[config.mk]
export PLATFORM = sky130hd
export DESIGN_NAME = ram_fifo_ctrl
export DESIGN_NICKNAME = d
export VERILOG_FILES = /design/src/rtl/ram_fifo_ctrl_pkg.sv /design/src/rtl/ram_fifo_ctrl_ptr.sv /design/src/rtl/ram_fifo_ctrl.sv
export SDC_FILE = /design/constraint.sdc
export NUM_CORES = 1
export LEC_CHECK = 0
export CAP_MARGIN = 10
export CORE_MARGIN = 2
export CORE_UTILIZATION = 45
export CTS_CLUSTER_DIAMETER = 50
export CTS_CLUSTER_SIZE = 20
export DETAILED_ROUTE_END_ITERATION = 8
export PLACE_DENSITY_LB_ADDON = 0.25
export SLEW_MARGIN = 20
export SYNTH_ARGS = -nofsm -noshare
export SYNTH_HDL_FRONTEND = slang
export SYNTH_SLANG_ARGS = --single-unit
[constraint.sdc]
create_clock -name clock -period 1.85 [get_ports clock]
set_input_delay 0.2775 -clock clock [delete_from_list [all_inputs] [get_ports clock]]
set_output_delay 0.2775 -clock clock [all_outputs]
set_load 0.1 [all_outputs]
[src/rtl/ram_fifo_ctrl_pkg.sv]
// Shared constants and the occupancy-state type for the RAM-backed FIFO controller.
package ram_fifo_ctrl_pkg;

  localparam int DATA_W     = 4;
  localparam int PTR_W      = 3;
  localparam int RAM_ADDR_W = 4;
  localparam int FIFO_DEPTH = 2 ** PTR_W;

  // Occupancy of the FIFO: no words, some words, or every slot used.
  typedef enum logic [1:0] {
    OCC_EMPTY  = 2'd0,
    OCC_ACTIVE = 2'd1,
    OCC_FULL   = 2'd2
  } occ_state_e;

  // Even parity over one data word, available for protecting stored words.
  function automatic logic data_parity(input logic [DATA_W-1:0] data);
    return ^data;
  endfunction

endpackage

[src/rtl/ram_fifo_ctrl_ptr.sv]
// Modulo-2**PTR_W pointer: advances on enable, synchronous clear, asynchronous reset.
module fifo_ptr #(
  parameter int PTR_W = 3
) (
  input  logic             clock,
  input  logic             reset,
  input  logic             clear,
  input  logic             en,
  output logic [PTR_W-1:0] ptr
);

  // Pointer register; clear has priority over advance, and the wrap is the natural overflow.
  always_ff @(posedge clock or posedge reset) begin
    if (reset) begin
      ptr <= '0;
    end else if (clear) begin
      ptr <= '0;
    end else if (en) begin
      ptr <= ptr + PTR_W'(1);
    end else begin
      ptr <= ptr;
    end
  end

endmodule

[src/rtl/ram_fifo_ctrl.sv]
// Runs an external simple dual-port RAM as a circular FIFO: drives its write and read
// ports, tracks occupancy, and gives the producer and consumer full/empty/valid handshakes.
module ram_fifo_ctrl #(
  parameter int DATA_W     = ram_fifo_ctrl_pkg::DATA_W,
  parameter int PTR_W      = ram_fifo_ctrl_pkg::PTR_W,
  parameter int RAM_ADDR_W = ram_fifo_ctrl_pkg::RAM_ADDR_W
) (
  input  logic                  clock,
  input  logic                  reset,
  input  logic                  flush,
  input  logic                  wr_req,
  input  logic [DATA_W-1:0]     wr_data,
  output logic                  full,
  input  logic                  rd_req,
  output logic [DATA_W-1:0]     rd_data,
  output logic                  rd_valid,
  output logic                  empty,
  output logic [PTR_W:0]        count,
  output logic [DATA_W-1:0]     ram_data,
  output logic [RAM_ADDR_W-1:0] ram_wraddress,
  output logic [RAM_ADDR_W-1:0] ram_rdaddress,
  output logic                  ram_wren,
  input  logic [DATA_W-1:0]     ram_q
);

  import ram_fifo_ctrl_pkg::*;

  localparam logic [PTR_W:0] DEPTH_CNT = (PTR_W+1)'(2 ** PTR_W);
  localparam logic [PTR_W:0] LAST_CNT  = (PTR_W+1)'((2 ** PTR_W) - 1);
  localparam logic [PTR_W:0] ONE_CNT   = (PTR_W+1)'(1);

  logic             wr_acc;
  logic             rd_acc;
  logic [PTR_W-1:0] wr_ptr;
  logic [PTR_W-1:0] rd_ptr;
  logic [PTR_W:0]   count_next;
  occ_state_e       occ;
  occ_state_e       occ_next;

  // Flags come from the registered occupancy state, never from the requests.
  assign empty = (occ == OCC_EMPTY);
  assign full  = (occ == OCC_FULL);

  // Reset also masks the write strobe so the RAM is never written while state is held clear.
  assign wr_acc = wr_req & ~full & ~flush & ~reset;
  assign rd_acc = rd_req & ~empty & ~flush;

  // The RAM sees the pointers on its low address bits; the unused upper half stays dark.
  assign ram_wren      = wr_acc;
  assign ram_data      = wr_data;
  assign ram_wraddress = {{(RAM_ADDR_W-PTR_W){1'b0}}, wr_ptr};
  assign ram_rdaddress = {{(RAM_ADDR_W-PTR_W){1'b0}}, rd_ptr};
  assign rd_data       = ram_q;

  fifo_ptr #(.PTR_W(PTR_W)) u_wr_ptr (
    .clock (clock),
    .reset (reset),
    .clear (flush),
    .en    (wr_acc),
    .ptr   (wr_ptr)
  );

  fifo_ptr #(.PTR_W(PTR_W)) u_rd_ptr (
    .clock (clock),
    .reset (reset),
    .clear (flush),
    .en    (rd_acc),
    .ptr   (rd_ptr)
  );

  // Next occupancy count and state; a simultaneous read and write leaves both unchanged.
  always_comb begin
    count_next = count;
    occ_next   = occ;

    if (flush) begin
      count_next = '0;
    end else begin
      case ({wr_acc, rd_acc})
        2'b10:   count_next = count + ONE_CNT;
        2'b01:   count_next = count - ONE_CNT;
        default: count_next = count;
      endcase
    end

    case (occ)
      OCC_EMPTY: begin
        if (wr_acc) begin
          occ_next = OCC_ACTIVE;
        end else begin
          occ_next = OCC_EMPTY;
        end
      end
      OCC_ACTIVE: begin
        if (flush) begin
          occ_next = OCC_EMPTY;
        end else if (wr_acc && !rd_acc && (count == LAST_CNT)) begin
          occ_next = OCC_FULL;
        end else if (rd_acc && !wr_acc && (count == ONE_CNT)) begin
          occ_next = OCC_EMPTY;
        end else begin
          occ_next = OCC_ACTIVE;
        end
      end
      OCC_FULL: begin
        if (flush) begin
          occ_next = OCC_EMPTY;
        end else if (rd_acc) begin
          occ_next = OCC_ACTIVE;
        end else begin
          occ_next = OCC_FULL;
        end
      end
      default: occ_next = OCC_EMPTY;
    endcase
  end

  // Occupancy state and count registers.
  always_ff @(posedge clock or posedge reset) begin
    if (reset) begin
      occ   <= OCC_EMPTY;
      count <= '0;
    end else begin
      occ   <= occ_next;
      count <= count_next;
    end
  end

  // The RAM returns data one cycle after it registers the read address, so valid follows accept by one cycle.
  always_ff @(posedge clock or posedge reset) begin
    if (reset) begin
      rd_valid <= 1'b0;
    end else begin
      rd_valid <= rd_acc;
    end
  end

  // Full and empty can only be derived from a count at the matching extreme.
  logic unused_depth;
  assign unused_depth = (DEPTH_CNT == '0);

endmodule

# Yosys cells after proc, flatten, opt, wreduce, memory -nomap -nowiden
# Index checks and enable logic that the tools add are counted.
# totals
register_bits,13
inputBits,13
out_inout_bits,24
word_cells,47
# classes
n_addsub,4
n_eq_ne,6
n_mux,13
bitwise_logic,9
n_reduce_logical,10
# op_table
op,count
$mux 3,4
$mux 2,4
$pmux 4 s2,1
$add 3x1->3 const B,2
$pmux 2 s3,1
$and 1x1->1,5
$add 4x1->4 const B,1
$eq 2x1->1 const B,2
$eq 2x2->1 const B,2
$eq 4x1->1 const B,1
$eq 4x3->1 const B,1
$logic_and 1x1->1,4
$mux 4,1
$not 1->1,4
$reduce_bool 2->1,2
$sub 4x1->4 const B,1
$reduce_bool 3->1,1
$logic_not 1->1,2
$logic_not 2->1,1
$mux 1,2

# Depth between registers and ports, before layout
# Gate-level depths: netlist of run 1.
# logic_depth
depth_word,12
mapped_depth,6

# Cells and area by module
# A second synthesis of run 1 with hierarchy kept.
# hier_totals
cells_unflattened,100
area_unflattened_um2,960.9
# by_module_without_submodules
module,n_inst,cells_per_inst,area_each_um2,seq_area_each_um2
ram_fifo_ctrl,1,76,680.7,175.2
fifo_ptr,2,12,140.1,75.1

# Worst setup path after synthesis of run 1
# Ideal clock, no wire load.
# synth_timing
path_type,register to output
startpoint,register occ[0]
endpoint,output ram_wren
t_arrival_ns,2.839
t_required_ns,1.572
path_slack_ns,-1.266
path_stages_with_launch,4
path_buffers,0
cell_sequence,dfrtp_1 > nand2b_2 > inv_4 > nor3_1
# synth_between
elab_chain_cells,5
# synth_rtl
element,line_no,text
"start, declared",ram_fifo_ctrl.sv:37,occ_state_e occ;
"start signal, assigned",ram_fifo_ctrl.sv:124,occ <= occ_next;
$eq 2x2->1,ram_fifo_ctrl.sv:42,assign full = (occ == OCC_FULL);
named net full,ram_fifo_ctrl.sv:13,"output logic full,"
$not 1->1,ram_fifo_ctrl.sv:45,assign wr_acc = wr_req & ~full & ~flush & ~reset;
$and 1x1->1 (3 in a row),ram_fifo_ctrl.sv:45,
"end, declared",ram_fifo_ctrl.sv:22,"output logic ram_wren,"
# The timed path passes the listed nets, and every way through them passes these cells.

# Final worst setup path of run 1
# layout_timing
startpoint,input reset
endpoint,output ram_wren
# layout_between
elab_chain_cells,2
# layout_rtl
element,line_no,text
"start, declared",ram_fifo_ctrl.sv:9,"input logic reset,"
$not 1->1,ram_fifo_ctrl.sv:45,
$and 1x1->1,ram_fifo_ctrl.sv:45,
# Every way passes these cells.

==> impl_results.md, run 1 <==
- Final min period: 1790 ps
- Critical Path Sink Type: output port
- Setup CP Type: in -> out
- Setup crit start kind: primary input
- Initial antenna violation count: 0
- Status: finished, final reports clean
- Tcrit/Tclk final: between 90% and 100%
- Placed insts: 130
- First-pass GRT wire length: between 2000 and 3000 microns
- Crit. Startpoint: reset
- Area Overhead vs Synth: 27.5%
- Total power: around 920 uW
- Mapped cell area: between 800 and 900 sq um
- Crit-path cells: clkdlybuf4s50_1, nand2b_1, nor3_4, buf_12
- First-pass DRT Iterations: 4
- Post-Syn Area per Cell: ~9.3 sq um
- Initial core utilization: 46.7%
- Largest net degree at the start of global routing: 15
- WL per Instance: 12.9 microns
- Max transition margin: about 66%
- FF-to-FF Start: occ[1]
- Hold crit path type: in -> async
- Hold-fix buffers, CTS: 0
- Via Count: around 700
- Leak: 0.510 nW
- DRC Markers: 0
- FMAX: 0.560 GHz
- Slowest CP cell: clkdlybuf4s50_1
- RSZ-0062 raised after global routing: false
- Root buffer cell: clkbuf_4
- Buf/Inv on CP: 2
- Final ANT Viol Nets: 0
- Final Wtd Congestion: ~0.83
- IO Pins: 37
- Buffers on Ports: 18
- Share of cells above drive strength 1: between 20 and 30%
- Crit path DAT: 1510 ps
- Core Footprint: 0.00192 sq mm
- Pwr Density: 806 mW/mm^2
- Max-cap violations: 0
- Synth Instances: 96
- Overflow after GRT: 0
- FF-to-FF setup slack: 390 ps
- Nets@finish: 126
- Final hold vios: 0
- Post-DP HPWL: ~1300 microns
- # H-tree levels: 1
- Detailed Route WL: 1720 microns
- Warnings, synthesis: 0
- Vias per Instance: 5.22
- Crit path largest cell delay: 430 ps
- Max-slew violations: 0
- VDD IR max: 0.544 mV
- Post-synthesis register bit count: 13
- Most common cell after layout, fill and taps aside: dfrtp_1
- Top delay family on crit path: buffers and inverters
- TritonCTS clock tree: yes
- Die Y: 48.7 microns
- Postcts setup bufs: 0
- Worst-Margin Slew: roughly 510 ps
- Non-filler instance count after layout: 134
- Sequential area share after synthesis: 36.3%
- DR iter-0 viols: 8
- CTS Sinks: 13
- Post-CTS Resized: 0
- Library cells used by synthesis: 40
- Die Wd: 48.7 microns
- Vias in the first global route: 646
- Final Skew: 0.745 ps
- All-layer global routing usage: 15.9%
- Row count: 16
- Commonest non-fill, non-tap cells in the layout: dfrtp_1, nor2_1, buf_12, buf_4, nand2_1
- Crit path required time: between 1500 and 2000 ps
- Final setup vio count: 0
- CTS clock-pin slew for the worst setup and hold paths: 90 ps
- CTS Buf Count: 3
- Diode count: 0
- Longest Clk Path Bufs: 2
- Worst-Skew Late Latency: 280 ps
- Die ar.: between 0.002 and 0.0025 sq mm
- Worst-path maximum fanout: 8
[worst paths after layout]
check,end,depth (start not counted)
min in group clock,u_wr_ptr.ptr[2],2
worst max-delay path,ram_wren,4
worst max register to register,count[2],4
worst min register to register,u_wr_ptr.ptr[2],2
worst min-delay path,count[3],2
max in group asynchronous,count[0],2
[cell type report]
cell class              instances  area, sq um
fillers                       176          778
multi-input cells              65          473
flip-flops and latches         13          328
repair buffers                 20          260
well taps                      27         33.8
clock buffers                   3         22.5
inverters                       5         21.3
clock inverters                 1         5.00
[synthesized netlist by cell type]
library cell,instances,area share (%)
nand3_1,2,1.1
nor3_1,3,1.7
clkbuf_1,1,0.42
xor2_1,2,2.0
dfrtp_1,13,36
a31o_1,1,0.98
xnor3_1,1,2.5
buf_6,1,1.3
nand2_1,6,2.5
nand4b_1,1,0.98
a31oi_1,1,0.70
o21ai_0,1,0.56
and3_1,1,0.70
o21ai_1,3,1.7
o22ai_1,1,0.70
and3b_1,1,0.98
and4_1,1,0.98
nor3b_2,1,1.4
o211ai_1,1,0.84
a32oi_1,1,0.98
nor4_2,1,1.4
a221oi_2,1,1.7
inv_1,4,1.7
a21oi_1,3,1.7
ha_1,5,7.0
conb_1,1,0.42
clkbuf_2,1,0.56
nor2_4,1,1.3
o211a_1,1,1.1
nor2_1,11,4.6
nor2b_1,2,1.4
nand2b_2,1,0.98
inv_4,1,0.70
o21a_1,1,0.84
nand4_1,3,2.1
buf_2,1,0.56
a21oi_2,2,2.0
xnor2_1,2,2.0
buf_4,10,8.4
nand2b_1,1,0.70
[per-layer routing]
layer  track usage, %  share of wire, %  up-vias
met5                0                 0        -
li1                 -                 -      341
met3             2.78               7.3        4
met2             24.7                50       23
met4             7.14               1.5        0
met1             21.8                41      331
[cells by family (layout without fill, tap and decap cells)]
logic type / after synthesis / in the layout / synth area share, %
AND/OR/NAND/NOR: 36 / 36 / 22.7
buffers and inverters: 19 / 29 / 13.5
adder cells (fa/ha/maj): 5 / 5 / 6.97
AO/OA/AOI/OAI: 17 / 17 / 13.7
XOR/XNOR: 5 / 5 / 6.42
flip-flops: 13 / 13 / 36.3
other: 1 / 2 / 0.418
[state kept, by name, indices dropped and copies added (netlist names)]
name	count
rd_valid	1
count	4
u_rd_ptr.ptr	3
occ	2
u_wr_ptr.ptr	3
[report_power, final]
| part | total, mW | switching [mW] | internal (mW) |
|---|---|---|---|
| clock | 0.185 | 0.104 | 0.0802 |
| combinational | 0.392 | 0.255 | 0.137 |
| sequential | 0.345 | 0.0403 | 0.305 |
[metrics by stage]
stage	setup slack (ps)	hold slack [ps]	utilization (%)	TNS, ps	instance area (sq um)
detailed placement	65.7	533	58.1	0	1120
floorplan	-30.5	154	-	-30.5	922
finish	63.8	375	59.5	0	1140
global route	17.0	436	59.5	0	1140
CTS	68.0	389	59.5	0	1140
global placement	82.5	524	58.1	0	1120
No activity file was read; power rests on OpenSTA's default activity.
==> run 2: changes to the inputs <==
--- a/config.mk
+++ b/config.mk
@@ -11,8 +11,9 @@
 export CTS_CLUSTER_DIAMETER = 50
 export CTS_CLUSTER_SIZE = 20
 export DETAILED_ROUTE_END_ITERATION = 8
-export PLACE_DENSITY_LB_ADDON = 0.25
+export PLACE_DENSITY = 0.84
 export SLEW_MARGIN = 20
 export SYNTH_ARGS = -nofsm -noshare
 export SYNTH_HDL_FRONTEND = slang
 export SYNTH_SLANG_ARGS = --single-unit
+export TNS_END_PERCENT = 5
==> impl_results.md, run 2 (synthesis gave the netlist of run 1 again) <==
- DRC Markers: 0
- Diode count: 0
- Met2 WL: 1030 microns
- Util after Layout: between 50% and 60%
- FF-to-FF Start: occ[1]
- Nets@finish: 127
- Setup_tns: 0 ps
- Most common cell after layout, fill and taps aside: dfrtp_1
- FMAX: 0.558 GHz
- Post-DP HPWL: 1550 microns
- Overflow after GRT: 0
- CTS Sinks: 13
- Critical Path Sink Type: output port
- Top Layer Used: met4
- Die Y: 48.7 microns
- Row count: 16
- Detailed Route WL: 2070 microns
- Final min period: between 1500 and 2000 ps
- Worst flop-to-flop path endpoint: count[2]
- Final setup vio count: 0
- First-pass GRT wire length: 3370 microns
- R2r worst-path depth: 4
- # H-tree levels: 1
- DP Area: 0.00110 sq mm
- Crit. Startpoint: reset
- Most flop-heavy register: count
- Setup CP Type: in -> out
- Post-CTS Resized: 0
- Worst Setup EP: ram_wren
- Worst-Margin Slew: 511 ps
- Commonest non-fill, non-tap cells in the layout: dfrtp_1, nor2_1, buf_4
- Die Wd: 48.7 microns
- Tcrit/Tclk final: 96.9%
- Max-slew violations: 0
- Total power: 917 uW
- Final Skew: 3.67 ps
- Worst Setup Slack, final: 57.8 ps
- Final hold vios: 0
- Status: finished, final reports clean
- Max transition margin: between 60 and 70%
- Final Wtd Congestion: 0.895
- Pwr Density: between 800 and 900 mW/mm^2
- IO Pins: 37
- CTS clock-pin slew for the worst setup and hold paths: 80 ps
- Max-cap violations: 0
- RSZ-0062 raised after global routing: false
- Hold-fix buffers, CTS: 0
- All-layer global routing usage: 18.4%
- Crit path required time: 1570 ps
- Leak: 0.513 nW
- TritonCTS clock tree: yes
- Worst-Skew Late Latency: 280 ps
- Die ar.: 0.00237 sq mm
- CTS Buf Count: 3
- FF-to-FF setup slack: 260 ps
- Area Overhead vs Synth: 26.1%
- Largest registers: count (4), u_rd_ptr.ptr (3), u_wr_ptr.ptr (3)
- Root buffer cell: clkbuf_4
- Longest Clk Path Bufs: 2
- Vias per Instance: 5.47
- Worst-path maximum fanout: 8
- Initial antenna violation count: 0
- Hold crit path type: in -> async
- Vias in the first global route: 751
- Initial core utilization: between 40% and 50%
- Postcts setup bufs: 0
- Setup crit start kind: primary input
- Share of cells above drive strength 1: between 20% and 30%
- Largest net degree at the start of global routing: 14
- Metal-1 WL: 847 microns
- Crit path DAT: 1510 ps
- Pre-CTS setup slack: 29.7 ps
- Core Footprint: between 0.0015 and 0.002 sq mm
- DR iter-0 viols: 31
- Final ANT Viol Nets: 0
- Design area: 0.00113 sq mm
- Fillers: about 180
- Buffers on Ports: 18
- Via Count: 738
- WL per Instance: approximately 15 microns
- Met3 WL: 118 microns
- First-pass DRT Iterations: 4
- Max FFs per register: 4
- VDD IR max: around 0.5 mV
==> run 2: changes by cell type in the layout (fill, tap and decap cells not counted) <==
cell | before | now
buf_4 | 8 | 10
dfrtp_1 | 11 | 13
dfrtp_2 | 2 | 0
buf_12 | 8 | 7
nor2_2 | 0 | 1
nor2_4 | 2 | 1
==> run 2: cell type report <==
cell class              instances  area (sq um)  area share (%)
well taps                      27          33.8            2.99
inverters                       5          21.3            1.88
clock buffers                   3          22.5            1.99
clock inverters                 1          5.00           0.442
multi-input cells              65           468            41.4
repair buffers                 21           255            22.6
flip-flops and latches         13           325            28.8
==> run 2: per-stage QoR <==
step,std cells,hold slack (ps)
detailed placement,131,553
finish,135,399
CTS,135,414
floorplan,97,154
global placement,131,524
global route,135,435
==> run 2: how the worst min path moves through the flow <==
stage / startpoint / end / slack [ps] / cells after the start
2_1_floorplan: reset / count[0] / 150 / 1
3_3_place_gp: u_wr_ptr.ptr[2] / u_wr_ptr.ptr[2] / 520 / 2
3_5_place_dp: u_wr_ptr.ptr[2] / u_wr_ptr.ptr[2] / 550 / 2
4_1_cts: reset / occ[1] / 410 / 2
5_1_grt: reset / occ[0] / 430 / 2
6_report: reset / u_wr_ptr.ptr[2] / 400 / 2
==> run 2: power breakdown <==
group / switching (mW) / internal (mW) / leakage [nW]
Sequential: 0.0417 / 0.302 / 0.178
Combinational: 0.261 / 0.135 / 0.317
Clock: 0.0960 / 0.0802 / 0.0177
==> run 2: routing by layer <==
metal	track usage, %	vias up
met5	0	-
met2	31.1	29
met4	14.8	0
met1	20.2	359
li1	-	344
met3	3.09	6
==> run 2: critical path: stages <==
cell and delay (ps):
clkdlybuf4s50_1 450, nand2b_1 340, nor3_4 240, buf_12 200
==> run 3: changes to the inputs <==
--- a/config.mk
+++ b/config.mk
@@ -7,13 +7,15 @@
 export LEC_CHECK = 0
 export CAP_MARGIN = 10
 export CORE_MARGIN = 2
-export CORE_UTILIZATION = 45
+export CORE_UTILIZATION = 46
 export CTS_CLUSTER_DIAMETER = 50
 export CTS_CLUSTER_SIZE = 20
 export DETAILED_ROUTE_END_ITERATION = 8
+export GPL_TIMING_DRIVEN = 0
 export PLACE_DENSITY = 0.84
 export SLEW_MARGIN = 20
 export SYNTH_ARGS = -nofsm -noshare
 export SYNTH_HDL_FRONTEND = slang
+export SYNTH_HIERARCHICAL = 1
 export SYNTH_SLANG_ARGS = --single-unit
 export TNS_END_PERCENT = 5
==> impl_results.md, run 3 <==
- Status: finished, final reports clean
- Share of cells above drive strength 1: roughly a quarter
- Post-DP HPWL: 1710 microns
- Setup CP Type: reg -> out
- Worst Setup Slack, final: 61.0 ps
- Library cells used by synthesis: 36
- Design area: 0.00130 sq mm
- FF-to-FF Start: occ[0]
- CTS Buf Count: 3
- First-pass DRT Iterations: 4
- # H-tree levels: 1
- Most flop-heavy register: count
- All-layer global routing usage: 18.3%
- Worst-path maximum fanout: 3
- WP depth: 1
- Worst-Margin Slew: 987 ps
- Post-synth top area cell: dfrtp_1
- Root buffer cell: clkbuf_4
- Crit. Startpoint: u_rd_ptr/ptr[0]
- Max transition margin: 34.0%
- Vias in the first global route: roughly 830
- Pre-CTS setup slack: -1330 ps
- Via Count: 843
- Slowest CP cell: clkdlybuf4s15_1
- Post-Syn Area per Cell: 9.61 sq um
- Buffers on Ports: 26
- Max-cap violations: 0
- Crit path DAT: between 1500 and 2000 ps
- Most instantiated cells after synthesis: dfrtp_1, nor2_1, buf_4, inv_1
- R2r worst-path depth: 5
- DR iter-0 viols: 12
- FF-to-FF setup slack: 300 ps
- Top_reg_cell synth: dfrtp_1
- Tcrit/Tclk final: 96.7%
- Crit path largest cell delay: around 840 ps
- Largest registers: count (4), u_rd_ptr/ptr (3), u_wr_ptr/ptr (3)
- First-pass GRT wire length: 3580 microns
- Largest net degree at the start of global routing: 11
- Initial antenna violation count: 0
- Sequential area share after synthesis: 33.9%
- TritonCTS clock tree: yes
- Worst-Skew Late Latency: 270 ps
- Hold crit path type: in -> async
- Hold-fix buffers, CTS: 0
- Die ar.: 0.00247 sq mm
- Commonest non-fill, non-tap cells in the layout: dfrtp_1, buf_4, nor2_1, clkdlybuf4s50_1, inv_1
- Max-slew violations: 0
- Most common cell after layout, fill and taps aside: dfrtp_1
- IO Pins: 37
- Final hold vios: 0
- RSZ-0062 raised after global routing: false
- Crit path required time: ~1600 ps
- Longest Clk Path Bufs: 2
- Final ANT Viol Nets: 0
- Top delay family on crit path: buffers and inverters
- CTS clock-pin slew for the worst setup and hold paths: approximately 80 ps
- Core Footprint: 0.00196 sq mm
- Critical Path Sink Type: output port
- Diode count: 0
- Initial core utilization: about half
- CTS Sinks: 13
- Vias per Instance: between 5 and 6
- Worst Setup EP: ram_rdaddress[0]
- Die Y: 49.7 microns
- Final Wtd Congestion: about 0.82
- Row count: 16
- Post-synthesis register bit count: 13
- Final setup vio count: 0
- Die Wd: 49.7 microns
- VDD IR max: approximately 0.46 mV
- Buf/Inv on CP: 1
- Leak: ~0.60 nW
- Total power: 903 uW
- Mapped cell area: 961 sq um
- Overflow after GRT: 0
- Crit-path cells: clkdlybuf4s15_1
- Detailed Route WL: 2080 microns
- DP Area: 0.00128 sq mm
- Worst flop-to-flop path endpoint: count[3]
- Most common cell in the netlist: dfrtp_1
- Final Skew: 5.62 ps
- Nets@finish: 151
- Area share of the largest cell type after synthesis: 33.9%
- Pwr Density: 693 mW/mm^2
- Final min period: 1790 ps
- Setup crit start kind: register
- Synth async-reset ratio: between 90% and 100%
- DRC Markers: 0
- Warnings, synthesis: 6
- Max FFs per register: 4
- Synth Instances: 100
- Synth area leaders: dfrtp_1, buf_4, ha_1
- FMAX: 0.559 GHz
- Area Overhead vs Synth: 35.7%
- WHS: 326 ps
- Post-synth EDFFs: 0
- WL per Instance: 13.1 microns
==> run 3: cell count changes after synthesis, moves of 3 or more <==
cell	change
nand3b_1	+3
mux2i_1	+3
nand4_1	-3
o21ai_1	-3
inv_1	+4
nand2_1	-4
==> run 3: per-layer routing <==
layer	GRT usage (%)	part of all wire (%)	vias to the layer above
li1	-	-	408
met2	33.8	53	24
met3	3.03	5.0	2
met4	6.02	0.29	0
met1	21.0	42	409
met5	0	0	-
==> run 3: where the power goes <==
part           switching (mW)  internal (mW)  total, mW
Sequential             0.0237          0.301      0.324
Combinational           0.308          0.104      0.412
Clock                  0.0836         0.0834      0.167
Total                   0.416          0.488      0.903
==> run 3: area by class of cell <==
cell class	count	area (sq um)
fill	176	658
multi-input combinational	67	536
sequential	13	325
timing repair buffer	27	254
buffer	13	98.8
tap	27	33.8
inverter	8	30.0
clock buffer	4	26.3
==> run 3: how the worst min path moves through the flow <==
stage,slack [ps],endpoint,start,cells after the start
2_1_floorplan,30,u_rd_ptr/ptr[0],reset,1
3_3_place_gp,530,u_wr_ptr/ptr[1],u_wr_ptr/ptr[1],2
3_5_place_dp,550,u_rd_ptr/ptr[1],u_rd_ptr/ptr[1],2
4_1_cts,320,u_wr_ptr/ptr[2],reset,2
5_1_grt,330,u_rd_ptr/ptr[2],reset,2
6_report,330,u_wr_ptr/ptr[0],reset,2
==> run 3: repair_timing <==
| item | in CTS | in global routing |
|---|---|---|
| pin swaps | 1 | 0 |
| setup endpoints to repair | 19 | 5 |
| buffers inserted | 1 | 0 |
| resized for setup | 35 | 6 |
==> run 3: cell families (layout without fill, tap and decap cells) <==
kind of cell | count (synthesis) | count (layout) | synth area share (%)
fa+ha+maj | 5 | 5 | 6.51
mux | 3 | 3 | 3.13
buf+inv | 21 | 52 | 13.0
simple gates | 35 | 35 | 23.4
compound gates | 19 | 19 | 16.9
xor+xnor | 3 | 3 | 2.73
flops | 13 | 13 | 33.9
other cells | 1 | 2 | 0.390
==> run 3: stage by stage <==
stage / instances / TNS (ps) / util [%]
global route: 159 / 0 / 66.5
CTS: 159 / 0 / 66.6
detailed placement: 154 / -4980 / 65.1
finish: 159 / 0 / 66.5
global placement: 154 / -4290 / 65.1
floorplan: 101 / -917 / -
